[src/rtl/text_console.sv]
`timescale 1ns/1ps
// text_console: turns a character/attribute byte stream into cell writes on the
// 80x60 text video RAM port. It keeps a hardware cursor and performs wrap,
// scroll-up and clear-screen as local bus-master sequences.
module text_console #(
  parameter int COLS = 80,
  parameter int ROWS = 60
) (
  input  logic        clk_25mhz,
  input  logic        rst_i,
  input  logic [7:0]  char_i,
  input  logic [7:0]  attr_i,
  input  logic        char_valid_i,
  output logic        char_ready_o,
  output logic [13:0] m_adr_o,
  output logic [31:0] m_dat_o,
  output logic [3:0]  m_sel_o,
  output logic        m_we_o,
  output logic        m_stb_o,
  input  logic        m_ack_i,
  input  logic [31:0] m_dat_i,
  output logic [6:0]  cursor_col_o,
  output logic [5:0]  cursor_row_o,
  output logic        busy_o
);

  localparam logic [6:0]  LAST_COL  = 7'(COLS - 1);
  localparam logic [5:0]  LAST_ROW  = 6'(ROWS - 1);
  localparam logic [12:0] ROW_STEP  = 13'(COLS);
  localparam logic [12:0] LAST_COPY = 13'(COLS * (ROWS - 1) - 1);
  localparam logic [12:0] LAST_CELL = 13'(COLS * ROWS - 1);

  typedef enum logic [3:0] {
    IDLE, DISPATCH, PUT_CH, PUT_COL,
    SCR_RD_C, SCR_WT_C, SCR_WR_C,
    SCR_RD_A, SCR_WT_A, SCR_WR_A,
    CLR_C, CLR_A
  } state_t;

  state_t      state, state_n;
  logic        ackd, ackd_n;     // write already acknowledged; stb low this cycle
  logic [6:0]  col, col_n;
  logic [5:0]  row, row_n;
  logic [12:0] idx, idx_n;       // scroll/clear cell counter
  logic        ff_q, ff_n;       // clear came from FF: home the cursor at the end
  logic        bs_q, bs_n;       // cell write came from BS: no cursor advance
  logic [7:0]  ch_q, ch_n;
  logic [7:0]  attr_q, attr_n;
  logic [7:0]  rd_q, rd_n;       // byte fetched during a scroll copy
  logic [12:0] cell_idx;
  logic [12:0] src_idx;
  logic [7:0]  wr_byte;
  logic        drv;

  // row*80 + col built from shifts so no multiplier is needed
  assign cell_idx = {1'b0, row, 6'b0} + {3'b0, row, 4'b0} + {6'b0, col};
  assign src_idx  = idx + ROW_STEP;

  assign char_ready_o = (state == IDLE);
  assign busy_o       = (state != IDLE);
  assign cursor_col_o = col;
  assign cursor_row_o = row;

  // next-state, cursor update and bus drive decoding
  always_comb begin
    state_n = state;
    ackd_n  = ackd;
    col_n   = col;
    row_n   = row;
    idx_n   = idx;
    ff_n    = ff_q;
    bs_n    = bs_q;
    ch_n    = ch_q;
    attr_n  = attr_q;
    rd_n    = rd_q;
    m_stb_o = 1'b0;
    m_we_o  = 1'b0;
    m_adr_o = '0;
    wr_byte = '0;
    drv     = 1'b0;

    unique case (state)
      IDLE: begin
        if (char_valid_i) begin
          ch_n    = char_i;
          attr_n  = attr_i;
          state_n = DISPATCH;
        end
      end
      DISPATCH: begin
        state_n = IDLE;
        unique case (ch_q)
          8'h0D: col_n = '0;
          8'h0A: begin
            if (row < LAST_ROW) row_n = row + 6'd1;
            else begin
              idx_n   = '0;
              ff_n    = 1'b0;
              state_n = SCR_RD_C;
            end
          end
          8'h08: begin
            if (col != '0) begin
              col_n   = col - 7'd1;
              ch_n    = 8'h20;
              bs_n    = 1'b1;
              state_n = PUT_CH;
            end
          end
          8'h0C: begin
            idx_n   = '0;
            ff_n    = 1'b1;
            state_n = CLR_C;
          end
          default: begin
            bs_n    = 1'b0;
            state_n = PUT_CH;
          end
        endcase
      end
      PUT_CH: begin
        drv     = 1'b1;
        m_we_o  = 1'b1;
        m_stb_o = !ackd;
        m_adr_o = {1'b0, cell_idx};
        wr_byte = ch_q;
        ackd_n  = !ackd && m_ack_i;
        if (ackd) state_n = PUT_COL;
      end
      PUT_COL: begin
        drv     = 1'b1;
        m_we_o  = 1'b1;
        m_stb_o = !ackd;
        m_adr_o = {1'b1, cell_idx};
        wr_byte = attr_q;
        ackd_n  = !ackd && m_ack_i;
        if (ackd) begin
          state_n = IDLE;
          if (!bs_q) begin
            if (col == LAST_COL) begin
              col_n = '0;
              if (row < LAST_ROW) row_n = row + 6'd1;
              else begin
                idx_n   = '0;
                ff_n    = 1'b0;
                state_n = SCR_RD_C;
              end
            end else begin
              col_n = col + 7'd1;
            end
          end
        end
      end
      SCR_RD_C: begin
        drv     = 1'b1;
        m_stb_o = 1'b1;
        m_adr_o = {1'b0, src_idx};
        if (m_ack_i) state_n = SCR_WT_C;
      end
      SCR_WT_C: begin
        rd_n    = m_dat_i[{src_idx[1:0], 3'b000} +: 8];
        state_n = SCR_WR_C;
      end
      SCR_WR_C: begin
        drv     = 1'b1;
        m_we_o  = 1'b1;
        m_stb_o = !ackd;
        m_adr_o = {1'b0, idx};
        wr_byte = rd_q;
        ackd_n  = !ackd && m_ack_i;
        if (ackd) state_n = SCR_RD_A;
      end
      SCR_RD_A: begin
        drv     = 1'b1;
        m_stb_o = 1'b1;
        m_adr_o = {1'b1, src_idx};
        if (m_ack_i) state_n = SCR_WT_A;
      end
      SCR_WT_A: begin
        rd_n    = m_dat_i[{src_idx[1:0], 3'b000} +: 8];
        state_n = SCR_WR_A;
      end
      SCR_WR_A: begin
        drv     = 1'b1;
        m_we_o  = 1'b1;
        m_stb_o = !ackd;
        m_adr_o = {1'b1, idx};
        wr_byte = rd_q;
        ackd_n  = !ackd && m_ack_i;
        if (ackd) begin
          idx_n   = idx + 13'd1;
          state_n = (idx == LAST_COPY) ? CLR_C : SCR_RD_C;
        end
      end
      CLR_C: begin
        drv     = 1'b1;
        m_we_o  = 1'b1;
        m_stb_o = !ackd;
        m_adr_o = {1'b0, idx};
        wr_byte = 8'h20;
        ackd_n  = !ackd && m_ack_i;
        if (ackd) state_n = CLR_A;
      end
      CLR_A: begin
        drv     = 1'b1;
        m_we_o  = 1'b1;
        m_stb_o = !ackd;
        m_adr_o = {1'b1, idx};
        wr_byte = attr_q;
        ackd_n  = !ackd && m_ack_i;
        if (ackd) begin
          if (idx == LAST_CELL) begin
            state_n = IDLE;
            if (ff_q) begin
              col_n = '0;
              row_n = '0;
            end
          end else begin
            idx_n   = idx + 13'd1;
            state_n = CLR_C;
          end
        end
      end
      default: state_n = IDLE;
    endcase

    m_sel_o = drv ? (4'b0001 << m_adr_o[1:0]) : 4'b0000;
    m_dat_o = {4{wr_byte}};
  end

  // control state and cursor; reset aborts any sequence in flight
  always_ff @(posedge clk_25mhz) begin
    if (!rst_i) begin
      state <= IDLE;
      ackd  <= 1'b0;
      col   <= '0;
      row   <= '0;
      idx   <= '0;
      ff_q  <= 1'b0;
      bs_q  <= 1'b0;
    end else begin
      state <= state_n;
      ackd  <= ackd_n;
      col   <= col_n;
      row   <= row_n;
      idx   <= idx_n;
      ff_q  <= ff_n;
      bs_q  <= bs_n;
    end
  end

  // data holding registers for the current byte and the scroll copy
  always_ff @(posedge clk_25mhz) begin
    ch_q   <= ch_n;
    attr_q <= attr_n;
    rd_q   <= rd_n;
  end

endmodule
[config.mk]
export PLATFORM = sky130hd
export DESIGN_NAME = text_console
export DESIGN_NICKNAME = d
export VERILOG_FILES = /design/src/rtl/text_console.sv
export SDC_FILE = /design/constraint.sdc
export NUM_CORES = 1
export LEC_CHECK = 0
export CAP_MARGIN = 25
export CORE_AREA = 3 3 98 100
export CTS_BUF_LIST = sky130_fd_sc_hd__clkbuf_8
export DETAILED_ROUTE_END_ITERATION = 16
export DIE_AREA = 0 0 101 103
export PLACE_DENSITY_LB_ADDON = 0.12
export SLEW_MARGIN = 15
export SYNTH_ARGS = -nofsm -noshare
export SYNTH_HDL_FRONTEND = slang
export SYNTH_SLANG_ARGS = --single-unit
[constraint.sdc]
create_clock -name clk_25mhz -period 3.1 [get_ports clk_25mhz]
set_clock_uncertainty 0.15 [all_clocks]
set_input_delay 0.465 -clock clk_25mhz [delete_from_list [all_inputs] [get_ports clk_25mhz]]
set_output_delay 0.465 -clock clk_25mhz [all_outputs]
set_load 0.02 [all_outputs]
[After elaboration in Yosys (flattened, before gate mapping)]
Index checks and enable logic that the tools add are counted.
Storage, ports and cells
  logic and storage cells: 148
  input port bits: 52
  register bits after elaboration: 57
Operators by class
  bitwise gates (word level): 1
  $lt $le $gt $ge: 1
  shift-type cells: 2
  $add $sub $neg: 7
  multiplexer cells: 62
  reductions and logical operators: 26
  equality and inequality tests: 39
Operators with widths (count)
  13-bit two-way mux: 7
  14-bit one-hot mux with 6 select lines: 1
  13-bit one-hot mux with 4 select lines: 1
  7-bit two-way mux: 7
  4-bit two-way mux: 12
  6-bit two-way mux: 8
  4-bit one-hot mux with 12 select lines: 1
  2-bit inequality test, second input constant: 17
  8-bit by 4-bit equality test with 1-bit output, second input constant: 4
  8-bit one-hot mux with 4 select lines: 1
  32-bit by 6-bit indexed part select with 8-bit output: 1
  13-bit equality test, second input constant: 2
  13-bit one-hot mux with 2 select lines: 1
  8-bit two-way mux: 3
  8-bit AND reduction: 3
  7-bit one-hot mux with 3 select lines: 1
  6-bit one-hot mux with 3 select lines: 1
  4-bit by 3-bit equality test with 1-bit output, second input constant: 4
  4-bit equality test, second input constant: 4
  4-bit one-hot mux with 4 select lines: 1
  8-bit one-hot mux with 2 select lines: 1
  7-bit one-hot mux with 2 select lines: 1
  12-bit by 10-bit adder with 13-bit output: 1
  13-bit by 1-bit adder with 13-bit output, second input constant: 1
  35 further kinds: 54

[Logic depth before layout (Yosys ltp)]
  depth in word-level cells: 6
  mapped depth: 10

[Least setup slack after synthesis]
Ideal clock, no wire load.
  path kind: flip-flop to output port
  from: register col[6] (netlist: cursor_col_o[6])
  to: output m_adr_o[12]
  path slack: -141 ps
  required time: 2485 ps
  data arrival time: 2626 ps
  cell stages (with the launch flop): 11
  cell sequence: dfxtp_1 inv_1 fa_1 inv_1 ha_1 a21o_1 a21o_1 a21oi_1 o21ai_0 nand3_1 o311ai_0
On the way
  cells in the longest elaborated chain, start to end: 2
Ends and longest elaborated chain
  from (decl): line 42  | logic [6:0] col, col_n;
  from (signal assigned): line 244  | col <= col_n;
  13-bit by 7-bit adder with 13-bit output: line 56  | assign cell_idx = {1'b0, row, 6'b0} + {3'b0, row, 4'b0} + {6'b0, col};
  14-bit one-hot mux with 6 select lines: line 82  | unique case (state)
  to (decl): line 15  | output logic [13:0] m_adr_o,
Every way passes these cells.

[Worst setup path in the final report]
  from: register row[0] (netlist: cursor_row_o[0])
  to: output m_adr_o[11]
On the way
  cells in the longest elaborated chain, start to end: 3
Ends and longest elaborated chain
  from (decl): line 43  | logic [5:0] row, row_n;
  from (signal assigned): line 245  | row <= row_n;
  12-bit by 10-bit adder with 13-bit output: line 56
  13-bit by 7-bit adder with 13-bit output: line 56
  14-bit one-hot mux with 6 select lines: line 82
Every way passes these cells.

==> run metrics <==
Final min period=3210 ps; Final Hold Fails=0; PortBufs=118; maximum clock path buffer count=2; share of cells above drive strength 1=17.3%; DR vias=4593; Worst Setup Slack, final=-105 ps; GP Congestion=0.933; Min Hold Slack=327 ps; synthesized area=0.00449 mm2; grt total ovfl=0; Worst Setup Path Type=register to primary output; RSZ-0062 raised after global routing=yes; Setup crit start=cursor_row_o[0]$_SDFFE_PN0P_; hold path startpoint=ff_q$_SDFFE_PN0P_; first-pass GRT wire length=22000 um; post-synthesis mux area share=4.93%; Synth Instances=528; latest clock arrival within the worst-skew pair=340 ps; XOR/XNOR share of the synthesized area=1.17%; r2r startpoint=idx[5]$_SDFFE_PN0P_; CP Max Fanout=2; initial antenna violation count=0; vias in the first global route=4438; WP data arrival=2590 ps; DP Area=0.00572 mm2; commonest cells after routing, fill and taps aside=clkdlybuf4s50_1, nand2_1, buf_4, nor2_1, dlymetal6s2s_1; Pwr Total=3.63 mW; Avg WL per Cell=18.2 um; static leakage=2.86 nW; flop2flop setup slack=250 ps; die height=103 um; Die ar.=0.0104 mm2; multi-input logic area=0.00270 mm2; drt first pass iters=6; PwrDens=594 mW/mm2; All-Layer GR Usage=26.6%; Starting Density=51.3%; max cap viols=0; Die X=101 um; Ports=119; WHS Endpoint=ff_q$_SDFFE_PN0P_; Initial DRC Count=477; Tightest Pin Transition=613 ps; commonest non-fill, non-tap cell in the layout=clkdlybuf4s50_1; Clock Root Buffer=clkbuf_8; Synth Net Count=600; Post-Synth Simple-Gate Area=22.9%; FFs w/ async S/R, synth=0%; CTS buffer count=9; VDD IR max=0.367 mV; clk sinks=57; Slew HR=58.8%; crit path capture type=primary output; Final #Nets=708; post-synthesis cell type count=78; row count=34; # fillers=702; largest family of logic cells by synthesized area=compound AO/OA/AOI/OAI gates; post-synthesis register bit count=57; area of the core=0.00876 mm2; FF+latch area=0.00139 mm2; Critical Path RT=2480 ps; Residual DRC=0; Synth Area per Inst=8.51 um2; Final Slew Violations=0; min-delay worst type=register to register; failing checks=negative setup slack; Hold Path Depth=2; Final period util=103%; post-synthesis sequential area ratio=30.7%; EDFF count, synth=24; CTS Hold Bufs=0; R2R Path End=cursor_row_o[4]$_SDFFE_PN0P_; Synth Area in Adders=5.90%; pin count of the biggest net entering global routing=23; final setup fails=3; Most used DFF post-synth=dfxtp_1; Max Freq=312 MHz; H-tree levels=3; CTS tree=built; HPWL Detailed=10300 um; Routed Antenna Nets=0; Area Growth Syn to Fin=35.8%; ANT cells=0; outcome=complete, but fails checks; postcts setup bufs=0; Startpoint Class=register; Yosys warning total=0; Routed WL=13700 um; Design Area, Final=0.00610 mm2; Worst-path clk slew=70 ps; Synth Area in Compound Gates=23.6%; drt via density=6.13; worst reg2reg path depth=7
## logic make-up after synthesis
group,after synthesis
AND/OR/NAND/NOR,192
adder cells (fa/ha/maj),20
flip-flops,57
multiplexers,12
XOR/XNOR,6
buffers and inverters,88
AO/OA/AOI/OAI,153
## cells in the mapped netlist (13+ instances only)
| master | instances | area, um2 |
|---|---|---|
| inv_1 | 28 | 105 |
| nor2_1 | 37 | 139 |
| nand3_1 | 25 | 125 |
| nand2_1 | 49 | 184 |
| clkbuf_1 | 23 | 86.3 |
| dfxtp_1 | 33 | 661 |
| buf_4 | 24 | 180 |
| ha_1 | 18 | 225 |
| a21oi_1 | 32 | 160 |
| edfxtp_1 | 24 | 721 |
| o21ai_0 | 35 | 175 |
| a211oi_1 | 13 | 97.6 |
## repair_timing
item	in CTS	in global routing
resized for setup	57	45
endpoints found under the setup margin	44	49
pin swaps	14	2
## power breakdown
part / total (mW) / switching, mW / internal [mW]
combinational: 1.80 / 1.03 / 0.768
sequential: 1.05 / 0.132 / 0.916
clock: 0.780 / 0.330 / 0.450
## stage by stage
step                setup TNS, ps  std cells  utilization [%]  worst slack [ps]
finish                       -217        749             69.6              -105
detailed placement          -1590        733             65.3              -315
global placement            -1470        733             65.3              -293
floorplan                       0        528                -              20.2
global route                 -792        749             69.6              -224
CTS                          -395        749             68.2              -113
## sequential cells by signal, summed over array words and instances, names as in the netlist
register and flops:
idx 13, attr_q 8, ch_q 8, rd_q 8, cursor_col_o 7, cursor_row_o 6
state 4, ackd 1, bs_q 1, ff_q 1
## worst max path at each step
stage | end | slack [ps] | cells after the start
finish | m_adr_o[11] | -110 | 11
global route | m_adr_o[11] | -220 | 11
CTS | m_adr_o[11] | -110 | 11
detailed placement | m_adr_o[9] | -310 | 11
global placement | m_adr_o[10] | -290 | 11
floorplan | m_adr_o[10] | 20 | 10
## layout make-up
class | count | area share (%)
multi-input cells | 383 | 44.2
inverters | 28 | 1.72
flip-flops and latches | 57 | 22.8
clock inverters | 7 | 1.56
clock buffers | 9 | 2.03
well taps | 108 | 2.21
repair buffers | 157 | 25.5
## worst max-delay path, cell delays in order, from the launching register on
cell	delay, ps
dfxtp_2	340
inv_2	40
fa_1	500
buf_4	160
fa_2	330
nor2b_1	110
o21ai_1	70
nand2b_1	130
a21oi_2	70
mux2i_1	130
a211o_1	240
buf_6	130
## routing by layer
metal	vias up	GRT usage, %	part of all wire [%]
met5	-	0	0
met4	0	7.57	1.2
met3	17	4.87	9.3
met2	248	43.2	49
met1	2151	36.5	41
li1	2177	-	-
No activity file was read; power rests on OpenSTA's default activity.
